File: src/rtl/led_sched.sv
// led_sched: arbitrates host and alarm updates of the 8 x 4-bit LED mode word and paces commits.
// Optional LED0 heartbeat is built when LED_SCHED_HEARTBEAT_EN is defined.
module led_sched #(
    parameter int HOLD_CYC  = 64,
    parameter int HB_PERIOD = 50_000_000
) (
    input  logic        clk,
    input  logic        rst_n,
    input  logic        host_req,
    input  logic [7:0]  host_mask,
    input  logic [31:0] host_mode,
    output logic        host_ack,
    input  logic        alm_req,
    input  logic [7:0]  alm_mask,
    input  logic [31:0] alm_mode,
    output logic        alm_ack,
    input  logic        alm_clr,
    output logic [31:0] led_din,
    output logic        led_vld,
    output logic        busy
);

    localparam logic [1:0] S_IDLE   = 2'd0;
    localparam logic [1:0] S_COMMIT = 2'd1;
    localparam logic [1:0] S_HOLD   = 2'd2;
    localparam int         CNT_W    = (HOLD_CYC > 1) ? $clog2(HOLD_CYC) : 1;

    if (HOLD_CYC < 1) begin : g_chk_hold
        $error("led_sched: HOLD_CYC must be at least 1");
    end
    if (HB_PERIOD < 2) begin : g_chk_hb
        $error("led_sched: HB_PERIOD must be at least 2");
    end

    logic [1:0]       r_state;
    logic [CNT_W-1:0] r_cnt;
    logic [31:0]      r_host_shadow;
    logic [31:0]      r_alm_val;
    logic [7:0]       r_alm_own;
    logic             r_clr_pend;
    logic [31:0]      r_led_din;
    logic             r_led_vld;
    logic             r_host_ack;
    logic             r_alm_ack;

    logic        w_arb;
    logic        w_clr_now;
    logic        w_host_eff;
    logic        w_alm_eff;
    logic        w_sel_clr;
    logic        w_sel_alm;
    logic        w_sel_host;
    logic        w_sel_hb;
    logic        w_any;
    logic [7:0]  w_host_mask;
    logic [31:0] w_nxt_host;
    logic [31:0] w_nxt_val;
    logic [7:0]  w_nxt_own;
    logic [31:0] w_disp;

    function automatic logic [31:0] nib_expand(input logic [7:0] m);
        logic [31:0] x;
        x = '0;
        for (int i = 0; i < 8; i++) begin
            x[4*i +: 4] = {4{m[i]}};
        end
        return x;
    endfunction

`ifdef LED_SCHED_HEARTBEAT_EN
    localparam int HB_W = $clog2(HB_PERIOD);

    logic [HB_W-1:0] r_hb_cnt;
    logic            r_hb_state;
    logic            r_hb_pend;
    logic            w_hb_tick;

    assign w_hb_tick   = (r_hb_cnt == HB_W'(HB_PERIOD - 1));
    assign w_host_mask = {host_mask[7:1], 1'b0};

    // A toggle that finds the previous heartbeat still pending simply overwrites it.
    always_ff @(posedge clk or negedge rst_n) begin
        if (!rst_n) begin
            r_hb_cnt   <= '0;
            r_hb_state <= 1'b0;
            r_hb_pend  <= 1'b0;
        end else begin
            r_hb_cnt <= w_hb_tick ? '0 : r_hb_cnt + 1'b1;
            if (w_hb_tick) begin
                r_hb_state <= ~r_hb_state;
                r_hb_pend  <= 1'b1;
            end else if (w_sel_hb) begin
                r_hb_pend <= 1'b0;
            end
        end
    end
`else
    assign w_host_mask = host_mask;
`endif

    // Arbitration also runs in the last HOLD cycle so back-to-back commits land HOLD_CYC+1 apart.
    always_comb begin
        w_arb      = (r_state == S_IDLE) || ((r_state == S_HOLD) && (r_cnt == '0));
        w_clr_now  = r_clr_pend | alm_clr;
        w_alm_eff  = alm_req & ~r_alm_ack;
        w_host_eff = host_req & ~r_host_ack;
        w_sel_clr  = 1'b0;
        w_sel_alm  = 1'b0;
        w_sel_host = 1'b0;
        w_sel_hb   = 1'b0;
        w_nxt_host = r_host_shadow;
        w_nxt_val  = r_alm_val;
        w_nxt_own  = r_alm_own;
        if (w_arb) begin
            if (w_clr_now) begin
                w_sel_clr = 1'b1;
                w_nxt_own = '0;
            end else if (w_alm_eff) begin
                w_sel_alm = 1'b1;
                w_nxt_own = r_alm_own | alm_mask;
                w_nxt_val = (r_alm_val & ~nib_expand(alm_mask)) | (alm_mode & nib_expand(alm_mask));
            end else if (w_host_eff) begin
                w_sel_host = 1'b1;
                w_nxt_host = (r_host_shadow & ~nib_expand(w_host_mask))
                           | (host_mode & nib_expand(w_host_mask));
            end
`ifdef LED_SCHED_HEARTBEAT_EN
            else if (r_hb_pend) begin
                w_sel_hb        = 1'b1;
                w_nxt_host[3:0] = {3'b000, r_hb_state};
            end
`endif
        end
        w_any  = w_sel_clr | w_sel_alm | w_sel_host | w_sel_hb;
        w_disp = (w_nxt_val & nib_expand(w_nxt_own)) | (w_nxt_host & ~nib_expand(w_nxt_own));
    end

    always_ff @(posedge clk or negedge rst_n) begin
        if (!rst_n) begin
            r_state       <= S_IDLE;
            r_cnt         <= '0;
            r_host_shadow <= '0;
            r_alm_val     <= '0;
            r_alm_own     <= '0;
            r_clr_pend    <= 1'b0;
            r_led_din     <= '0;
            r_led_vld     <= 1'b0;
            r_host_ack    <= 1'b0;
            r_alm_ack     <= 1'b0;
        end else begin
            r_led_vld  <= 1'b0;
            r_host_ack <= 1'b0;
            r_alm_ack  <= 1'b0;

            if (w_sel_clr) begin
                r_clr_pend <= 1'b0;
            end else if (alm_clr) begin
                r_clr_pend <= 1'b1;
            end

            if (w_any) begin
                r_host_shadow <= w_nxt_host;
                r_alm_val     <= w_nxt_val;
                r_alm_own     <= w_nxt_own;
                r_host_ack    <= w_sel_host;
                r_alm_ack     <= w_sel_alm;
                if (w_disp != r_led_din) begin
                    r_led_din <= w_disp;
                    r_led_vld <= 1'b1;
                    r_state   <= S_COMMIT;
                end else begin
                    r_state <= S_IDLE;
                end
            end else begin
                case (r_state)
                    S_COMMIT: begin
                        r_state <= S_HOLD;
                        r_cnt   <= CNT_W'(HOLD_CYC - 1);
                    end
                    S_HOLD: begin
                        if (r_cnt == '0) begin
                            r_state <= S_IDLE;
                        end else begin
                            r_cnt <= r_cnt - 1'b1;
                        end
                    end
                    default: r_state <= S_IDLE;
                endcase
            end
        end
    end

    assign host_ack = r_host_ack;
    assign alm_ack  = r_alm_ack;
    assign led_din  = r_led_din;
    assign led_vld  = r_led_vld;
    assign busy     = (r_state != S_IDLE);

endmodule

File: config.mk
export PLATFORM = sky130hd
export DESIGN_NAME = led_sched
export DESIGN_NICKNAME = d
export VERILOG_FILES = /design/src/rtl/led_sched.sv
export SDC_FILE = /design/constraint.sdc
export NUM_CORES = 1
export LEC_CHECK = 0
export ABC_CLOCK_PERIOD_IN_PS = 4700
export CAP_MARGIN = 25
export CELL_PAD_IN_SITES_DETAIL_PLACEMENT = 0
export CELL_PAD_IN_SITES_GLOBAL_PLACEMENT = 2
export CORE_UTILIZATION = 35
export CTS_BUF_LIST = sky130_fd_sc_hd__clkbuf_4 sky130_fd_sc_hd__clkbuf_8
export DETAILED_ROUTE_END_ITERATION = 10
export PLACE_DENSITY = 0.85
export SLEW_MARGIN = 20
export SYNTH_ARGS = -nofsm -noshare
export SYNTH_HDL_FRONTEND = slang
export SYNTH_SLANG_ARGS = --single-unit
File: constraint.sdc
create_clock -name clk -period 4.7 [get_ports clk]
set_input_delay 0.94 -clock clk [delete_from_list [all_inputs] [get_ports clk]]
set_output_delay 0.94 -clock clk [all_outputs]
set_load 0.05 [all_outputs]
==> results of run 1 <==
==> layout by cell type, fill, tap and decap left out, types with 2 or more instances in the layout <==
cell,Yosys,layout
nand3b_1,28,28
nand2_1,23,23
dfrtp_1,116,116
clkdlybuf4s50_1,0,119
inv_1,43,43
clkbuf_8,0,20
clkinv_2,0,4
mux2_4,29,29
nand4_1,6,6
nor4_2,2,2
a21oi_1,33,33
nor2_1,8,8
xor2_1,6,6
buf_4,3,18
ha_1,5,5
mux2_2,39,39
o21ai_1,4,4
a21oi_2,7,7
xnor2_1,29,29
clkbuf_4,0,6
nor3_1,3,3
mux2i_1,61,61
nand3_1,2,2
a31oi_4,1,2
nor3_4,8,8
and3_1,10,10
==> synth_stat cells (2+ instances only) <==
library cell / instances / area [µm²]
buf_2: 7 / 35.03
mux2_4: 29 / 435.4
and3_1: 10 / 62.56
nor3_4: 8 / 130.1
a21oi_2: 7 / 61.31
nor4_2: 2 / 25.02
buf_6: 3 / 33.78
clkbuf_1: 2 / 7.510
nand2_1: 23 / 86.33
a31oi_1: 2 / 12.51
nand3_1: 2 / 10.01
nor3_1: 3 / 15.01
mux2_2: 39 / 439.2
a21oi_1: 33 / 165.2
nor2_1: 8 / 30.03
nand4_1: 6 / 37.54
o21ai_1: 4 / 20.02
dfrtp_1: 116 / 2903
ha_1: 5 / 62.56
xor2_1: 6 / 52.55
inv_1: 43 / 161.4
buf_4: 3 / 22.52
mux2i_1: 61 / 610.6
xnor2_1: 29 / 254.0
nand3b_1: 28 / 210.2
==> routing by layer <==
metal / GRT usage, % / part of all wire (%) / vias up
li1: - / - / 1989
met1: 22.19 / 45 / 2096
met2: 29.99 / 49 / 86
met3: 4.604 / 3.8 / 12
met4: 6.124 / 1.5 / 0
met5: 0 / 0 / -
==> flip-flops by register name, summed over array words and instances, names as in the netlist <==
signal	count
led_din	32
r_alm_val	32
r_host_shadow	32
r_alm_own	8
r_cnt	6
r_state	2
alm_ack	1
host_ack	1
led_vld	1
r_clr_pend	1
==> report_power, final <==
part	switching [W]	leakage [nW]	total [W]	internal (W)
sequential	0.000301	1.43	0.00175	0.00145
clock	0.000378	0.201	0.000867	0.000489
combinational	0.00161	1.87	0.00292	0.00131
total	0.00229	3.50	0.00554	0.00325
==> per-stage QoR <==
stage | worst slack, ps | util (%) | instance area, µm² | hold WS (ps) | std cells
finish | 371.8 | 47.45 | 7924 | 476.9 | 866
global route | 137.8 | 47.45 | 7924 | 505.9 | 866
CTS | 377.0 | 47.45 | 7924 | 486.6 | 866
detailed placement | 137.5 | 45.23 | 7553 | 471.7 | 835
global placement | 151.2 | 45.23 | 7553 | 460.7 | 835
floorplan | 931.4 | - | 6021 | 446.5 | 493
==> path summary, 6_finish.rpt <==
check                                     to  slack [ps]  cells past startpoint
min in group asynchronous            led_vld         570                      1
max in group asynchronous        led_din[24]        3190                      2
max                              led_din[11]         370                     13
min                        r_host_shadow[10]         480                      2
min reg2reg                r_host_shadow[10]         480                      2
max reg2reg                      led_din[11]         370                     13
==> tightest hold or removal path: cells and delay by family, from the launching register on <==
kind / cells / cell delay [ps]
flops: 1 / 320
mux: 1 / 70
buf+inv: 1 / 50
==> cell families after synthesis <==
| family | after synthesis | synth area share, % |
|---|---|---|
| AO/OA/AOI/OAI | 53 | 5.549 |
| flip-flops | 116 | 48.21 |
| multiplexers | 129 | 24.67 |
| buffers and inverters | 59 | 4.405 |
| adder cells (fa/ha/maj) | 5 | 1.039 |
| AND/OR/NAND/NOR | 96 | 11.03 |
| XOR/XNOR | 35 | 5.091 |
==> area by class of cell <==
class | count | area (µm²)
Fill cell | 1551 | 8777
Multi-Input combinational cell | 318 | 2868
Clock inverter | 5 | 50.05
Clock buffer | 26 | 320.3
Inverter | 43 | 161.4
Sequential cell | 116 | 2903
Timing Repair Buffer | 138 | 1346
Tap cell | 220 | 275.3
==> summary.md, run 1 <==
| Metric | Value |
|---|---|
| Outcome | completed |
| Synth warn | 0 |
| Clock Path Buffers | 2 |
| Endpoints failing setup | 0 |
| Post-CTS setup buffers | 0 |
| Detailed-route DRC error count | 0 |
| Max Slew Vio Count | 0 |
| Synth-to-layout area growth | 31.61% |
| Mapped Cells | just under 500 |
| CP max stage cell | and3_1 |
| Tcrit/Tclk final | 92.09% |
| Syn_area_per_cell | 12.21 µm² |
| Vias per cell | 4.830 |
| Iteration-0 DRC Markers | 150 |
| Worst VDD drop | approximately 0.25 mV |
| Ant. Diodes | 0 |
| Post-DP HPWL | 11430 µm |
| Setup TNS | 0 ps |
| Total chip power | around 0.0055 W |
| Slew HR | between 50% and 60% |
| Worst slew pin tran | around 730 ps |
| CTS Hold Buffers Added | 0 |
| CTS buffer count | 17 |
| Pre-Repair DR Iteration Count | 4 |
| Layout cells sized above 1 | 21.83% |
| Die H | 133.2 µm |
| Total grt overflow | 0 |
| Gpl congestion | slightly below 0.8 |
| ANT nets after route | 0 |
| Power density over the cells | 699.7 nW/µm² |
| Reg-to-reg startpoint | r_cnt[0] |
| Worst Setup SP | r_cnt[0] |
| Input/output buffers | 120 |
| Vias | 4183 |
| Required time worst endpoint | 5010 ps |
| Core box area | 16700 µm² |
| Synth Register Bits | 116 |
| Post-synth EDFFs | 0 |
| RSZ-0062 raised after global routing | false |
| Asr flop ratio synth | 100.0% |
| Gr usage total | 17.82% |
| Global-route wire length before repair | 23720 µm |
| CTS clock-pin slew for the worst setup and hold paths | 70 ps |
| Row count | 47 |
| Drt total wl | 14980 µm |
| Worst clock skew | 8.097 ps |
| Number of global-route vias before repair | 4526 |
| Die area | 17730 µm² |
| Initial antenna violation count | 0 |
| Hold_sp | r_host_shadow[10] |
| Syn_nets | 583 |
| CTS tree | yes |
| Post-Syn Area | about 6000 µm² |
| Crit path buf inv count | 2 |
| IO Pins | around 120 |
| # clock sinks | approximately 120 |
| Final #Nets | 724 |
| Max-cap violations | 0 |
| Die W | 133.2 µm |
| Drt wl/cell | 17.29 µm |
| Critical Setup Path Class | reg -> reg |
| Largest net degree at the start of global routing | 55 |
| Slowest cell delay on critical path | roughly 540 ps |
| Predominant post-synthesis flop cell | dfrtp_1 |
| Initial Utilization | 36.05% |
| Clock latency on the worst-skew pair | 430 ps |
| Worst Path Max Fanout | 19 |
| Worst Path Arrival | 4640 ps |
| CP Cell Sequence | inv_1, ha_1, nor4bb_4, a21o_1, and3_1, mux2i_1, a21oi_1, xnor2_1, nand4_1, nor4_1, a31oi_4, buf_4, mux2_4 |
| Leak Pwr | 3.504 nW |
| CTS root buf | clkbuf_8 |
| PostCTS Resize Cnt | 0 |
| Final hold viol count | 0 |
| Tmin final | 4328 ps |
| H-tree levels | 4 |
| Crit path max-delay family | simple AND/OR/NAND/NOR gates |
| Hold WC Path Type | reg -> reg |
| Fmax | 231.0 MHz |
| CP Launch Type | flip-flop |
| Post-synthesis cell type count | 39 |
| Post-synthesis sequential area ratio | a little under 50% |
| CP endpoint kind | flip-flop |
Power figures use the tool's default switching activity.
==> run 2: changes to the inputs <==
--- a/config.mk
+++ b/config.mk
@@ -5,15 +5,14 @@
 export SDC_FILE = /design/constraint.sdc
 export NUM_CORES = 1
 export LEC_CHECK = 0
-export ABC_CLOCK_PERIOD_IN_PS = 4700
 export CAP_MARGIN = 25
 export CELL_PAD_IN_SITES_DETAIL_PLACEMENT = 0
 export CELL_PAD_IN_SITES_GLOBAL_PLACEMENT = 2
+export CORE_MARGIN = 5
 export CORE_UTILIZATION = 35
 export CTS_BUF_LIST = sky130_fd_sc_hd__clkbuf_4 sky130_fd_sc_hd__clkbuf_8
 export DETAILED_ROUTE_END_ITERATION = 10
 export PLACE_DENSITY = 0.85
-export SLEW_MARGIN = 20
 export SYNTH_ARGS = -nofsm -noshare
 export SYNTH_HDL_FRONTEND = slang
 export SYNTH_SLANG_ARGS = --single-unit
==> run 2 against run 1 <==
Worst setup slack improved by 49 ps; utilization is 0.66 points lower; cell area is 0.71% higher; critical path type unchanged; via count fell by 0.96%; clock power rose by 18%; critical path depth rose by 1; cell count up 0.35%; combinational power hardly changed; non-clock buffer count shrank 3.
==> summary.md, run 2 (synthesized netlist as in run 1, its figures left out) <==
| Metric | Value |
|---|---|
| Crit path max-delay family | simple AND/OR/NAND/NOR gates |
| Gpl congestion | 0.7600 |
| Placed Cells | 837 |
| Drt wl/cell | 17.66 µm |
| IO Pins | 121 |
| Initial Utilization | 35.30% |
| Pre-Repair DR Iteration Count | 4 |
| Die H | 141.2 µm |
| Slew HR | about half |
| CP Cell Sequence | inv_1, ha_1, nor4bb_4, buf_4, a21o_1, and3_1, mux2i_1, a21oi_1, xnor2_1, nand4_1, nor4_1, a31oi_4, buf_4, mux2_4 |
| CP max stage cell | and3_1 |
| Post-route cell area | ~8000 µm² |
| Max-cap violations | 0 |
| Largest net degree at the start of global routing | between 50 and 60 |
| Number of global-route vias before repair | roughly 4600 |
| Hold WC Path Type | in -> async |
| Final #Nets | 721 |
| Outcome | completed |
| Worst VDD drop | about 0.25 mV |
| Initial antenna violation count | 0 |
| Flop-to-flop setup slack | 420 ps |
| Reg-to-reg startpoint | r_cnt[0] |
| Power density over the cells | 710.7 nW/µm² |
| Util after Layout | approximately 47% |
| Iteration-0 DRC Markers | 222 |
| Total grt overflow | 0 |
| CP most frequent cell | buf_4 |
| Required time worst endpoint | 5020 ps |
| Core box area | 17060 µm² |
| Worst Path Max Fanout | 18 |
| Final hold viol count | 0 |
| PostCTS Resize Cnt | 0 |
| CP endpoint kind | flip-flop |
| Input/output buffers | 120 |
| Crit path buf inv count | 3 |
| Vias per cell | approximately 4.8 |
| Worst slew pin tran | 738.8 ps |
| CP Launch Type | flip-flop |
| Fmax | 233.7 MHz |
| Slowest cell delay on critical path | approximately 540 ps |
| H-tree levels | 4 |
| Setup ws final | 420.8 ps |
| Placement Setup Slack | 56.05 ps |
| Post-CTS setup buffers | 0 |
| Worst r2r path cells | 14 |
| Critical Setup Path Class | reg -> reg |
| CTS root buf | clkbuf_8 |
| Global-route wire length before repair | 24660 µm |
| Gr usage total | 16.01% |
| Tcrit/Tclk final | 91.05% |
| Worst clock skew | 8.771 ps |
| Synth-to-layout area growth | 32.54% |
| Clock latency on the worst-skew pair | approximately 430 ps |
| CTS clock-pin slew for the worst setup and hold paths | 70 ps |
| Placed cell area | 7537 µm² |
| Die W | 141.2 µm |
| CTS Hold Buffers Added | 0 |
| Ant. Diodes | 0 |
| RSZ-0062 raised after global routing | false |
| Clock Path Buffers | 2 |
| Leak Pwr | 3.518 nW |
| Layout cells sized above 1 | 21.58% |
| Commonest non-fill, non-tap cells in the layout | 119 x clkdlybuf4s50_1, 116 x dfrtp_1, 61 x mux2i_1 |
| CTS tree | yes |
| CTS buffer count | 17 |
| ANT nets after route | 0 |
| Setup TNS | 0 ps |
| Layout Cells excl Fill | roughly 870 |
| Commonest non-fill, non-tap cell in the layout | clkdlybuf4s50_1 |
| Tmin final | 4279 ps |
| Post-DP HPWL | 11820 µm |
| Die area | 19920 µm² |
| Drt total wl | roughly 15000 µm |
| Worst Path Arrival | around 4600 ps |
| Detailed-route DRC error count | 0 |
| # clock sinks | 116 |
| Row count | between 40 and 50 |
| Crit Reg-Reg Endpoint | led_din[9] |
| Endpoints failing setup | 0 |
| Max Slew Vio Count | 0 |
| Vias | 4143 |
[run 2: worst max path at each step]
stage          startpoint     endpoint  slack (ps)  depth (start not counted)
2_1_floorplan     alm_clr   led_din[0]         930                         11
3_3_place_gp      alm_clr  led_din[10]          70                         13
3_5_place_dp      alm_clr   led_din[9]          60                         13
4_1_cts          r_cnt[0]   led_din[9]         400                         14
5_1_grt          r_cnt[0]  led_din[16]         170                         14
6_report         r_cnt[0]   led_din[9]         420                         14
[run 2: layout make-up]
type,count,area [µm²]
Timing Repair Buffer,135,1324
Inverter,43,161.4
Tap cell,225,281.5
Fill cell,1559,9076
Clock buffer,22,290.3
Multi-Input combinational cell,318,2868
Sequential cell,116,2903
Clock inverter,10,152.6
[run 2: per-stage QoR]
| stage | power, W | hold slack [ps] |
|---|---|---|
| floorplan | 0.003812 | 446.5 |
| global placement | 0.004621 | 468.9 |
| detailed placement | 0.004693 | 473.2 |
| CTS | 0.005740 | 401.0 |
| global route | 0.006017 | 416.7 |
| finish | 0.005672 | 419.1 |
[run 2: metal layers]
metal  track usage (%)  vias up  part of all wire, %
li1                  -     1981                    -
met5                 0        -                    0
met2             25.83      105                   48
met4             4.946        0                  1.5
met1             20.72     2046                   45
met3             4.817       11                  5.5
[run 2: power breakdown]
part	total, W	internal (W)	switching, W
Clock	0.00102	0.000627	0.000397
Combinational	0.00289	0.00130	0.00159
Sequential	0.00176	0.00145	0.000306
==> run 3: changes to the inputs <==
--- a/config.mk
+++ b/config.mk
@@ -12,7 +12,7 @@
 export CORE_UTILIZATION = 35
 export CTS_BUF_LIST = sky130_fd_sc_hd__clkbuf_4 sky130_fd_sc_hd__clkbuf_8
 export DETAILED_ROUTE_END_ITERATION = 10
-export PLACE_DENSITY = 0.85
+export PLACE_DENSITY_LB_ADDON = 0.08
 export SYNTH_ARGS = -nofsm -noshare
 export SYNTH_HDL_FRONTEND = slang
 export SYNTH_SLANG_ARGS = --single-unit
==> run 3 against run 2 <==
Critical path depth stayed put; sequential power hardly changed; clock skew is 2.8 ps higher; worst hold slack better by 62 ps; global-route usage is 0.30 points higher; largest cell class unchanged; worst setup slack better by 100 ps; critical path type unchanged; fmax is 2.4% higher; sequential share of layout area is 0.24 points higher; via count is 0.39% lower.
==> summary.md, run 3 (synthesized netlist as in run 1, its figures left out) <==
| Metric | Value |
|---|---|
| IO Pins | 121 |
| Fmax | 239.3 MHz |
| Outcome | completed |
| Layout Cells excl Fill | 869 |
| Input/output buffers | 120 |
| Endpoints failing setup | 0 |
| Crit path max-delay family | simple AND/OR/NAND/NOR gates |
| Crit path buf inv count | 3 |
| CTS tree | yes |
| CTS buffer count | 17 |
| Clock Path Buffers | 2 |
| Post-DP HPWL | 11630 µm |
| Largest net degree at the start of global routing | 54 |
| Gr usage total | 16.31% |
| Pre-Repair DR Iteration Count | 4 |
| Placed Cells | 837 |
| Hold_sp | r_host_shadow[15] |
| Hold WC Path Type | reg -> reg |
| Placed cell area | 7537 µm² |
| Leak Pwr | ~3.5 nW |
| Hold path depth | 2 |
| Global-route wire length before repair | 24760 µm |
| Tmin final | between 4000 and 5000 ps |
| CTS root buf | clkbuf_8 |
| Ant. Diodes | 0 |
| Initial Utilization | between 30% and 40% |
| Tcrit/Tclk final | 88.93% |
| Max Slew Vio Count | 0 |
| CP Launch Type | flip-flop |
| Slew HR | slightly above 40% |
| Worst hold margin | 480.8 ps |
| Post-route cell area | a little under 8000 µm² |
| Vias | 4127 |
| CP endpoint kind | flip-flop |
| Final hold viol count | 0 |
| RSZ-0062 raised after global routing | false |
| Max-cap violations | 0 |
| Setup TNS | 0 ps |
| Iteration-0 DRC Markers | 159 |
| Slowest cell delay on critical path | 530 ps |
| Die area | 19920 µm² |
| Crit Reg-Reg Endpoint | led_din[30] |
| Power density over the cells | 702.3 nW/µm² |
| Reg-to-reg startpoint | r_cnt[0] |
| Worst slew pin tran | 876.6 ps |
| Number of global-route vias before repair | 4392 |
| Detailed-route DRC error count | 0 |
| Hold Path End | r_host_shadow[15] |
| Flop-to-flop setup slack | between 500 and 600 ps |
| Synth-to-layout area growth | 31.67% |
| Commonest non-fill, non-tap cells in the layout | 119 x clkdlybuf4s50_1, 116 x dfrtp_1, 61 x mux2i_1 |
| Critical Setup Path Class | reg -> reg |
| Area of the multi-input gates | 2868 µm² |
| Worst Path Max Fanout | 20 |
| Vias per cell | 4.749 |
| CTS clock-pin slew for the worst setup and hold paths | 70 ps |
| Register area | 2903 µm² |
| Die H | about 140 µm |
| Die W | 141.2 µm |
| Post-CTS setup buffers | 0 |
| # clock sinks | 116 |
| CP max stage cell | and3_1 |
| Worst Path Arrival | 4490 ps |
| Gpl congestion | 0.7732 |
| Placement Setup Slack | 173.1 ps |
| Worst VDD drop | 0.3633 mV |
| ANT nets after route | 0 |
| Total grt overflow | 0 |
| Drt total wl | 15650 µm |
| Fillers | approximately 1600 |
| CP Cell Sequence | inv_1, ha_1, nor4bb_4, a21o_1, and3_1, mux2i_1, a21oi_1, xnor2_1, nand4_1, nor4_1, buf_4, a31oi_4, buf_4, mux2_4 |
| Commonest non-fill, non-tap cell in the layout | clkdlybuf4s50_1 |
| Layout cells sized above 1 | 21.58% |
| Worst clock skew | 11.57 ps |
| Initial antenna violation count | 0 |
| Drt wl/cell | 18.01 µm |
| Worst r2r path cells | 14 |
| Clock latency on the worst-skew pair | roughly 430 ps |
| Core box area | 17060 µm² |
| Row count | 48 |
| PostCTS Resize Cnt | 0 |
| CTS Hold Buffers Added | 0 |
| CP most frequent cell | buf_4 |
| Required time worst endpoint | 5010 ps |
| Setup ws final | 520.4 ps |
| H-tree levels | 4 |
| Final #Nets | 721 |
## run 3: worst max-delay path by stage
stage / to / cells past startpoint / start / slack [ps]
2_1_floorplan: led_din[0] / 11 / alm_clr / 930
3_3_place_gp: led_din[28] / 14 / alm_clr / 180
3_5_place_dp: led_din[27] / 14 / alm_clr / 170
4_1_cts: led_din[30] / 14 / r_cnt[0] / 470
5_1_grt: led_din[17] / 14 / r_cnt[0] / 230
6_report: led_din[30] / 14 / r_cnt[0] / 520
## run 3: metrics by stage
step	util, %	total power [W]
after floorplan	-	0.003812
after global placement	44.19	0.004650
after detailed placement	44.19	0.004700
after CTS	46.48	0.005652
after global routing	46.48	0.005921
final	46.48	0.005567
## run 3: per-layer routing
layer  GRT usage [%]  part of all wire (%)  routed length, µm  vias up
li1                -                     -                  -     1989
met1           22.32                    47               7321     2030
met2           25.13                    46               7184       95
met3           5.020                   6.0                935       13
met4           4.437                   1.3                208        0
met5               0                     0                  0        -
## run 3: final cells by class
cell class	count	share of cell area, %
Clock inverter	11	1.357
Timing Repair Buffer	135	16.70
Tap cell	225	3.551
Multi-Input combinational cell	318	36.17
Clock buffer	21	3.567
Sequential cell	116	36.62
Inverter	43	2.036
## run 3: worst min-delay path, delay by kind of cell, from the launching register on
family	cells	cell delay, ps
buffers and inverters	1	50
flip-flops	1	320
multiplexers	1	80
## run 3: report_power, final
group	internal (W)	leakage, nW	switching (W)
logic	0.00130	1.85	0.00159
clock network	0.000511	0.208	0.000413
registers	0.00145	1.43	0.000297
total	0.00326	3.50	0.00230
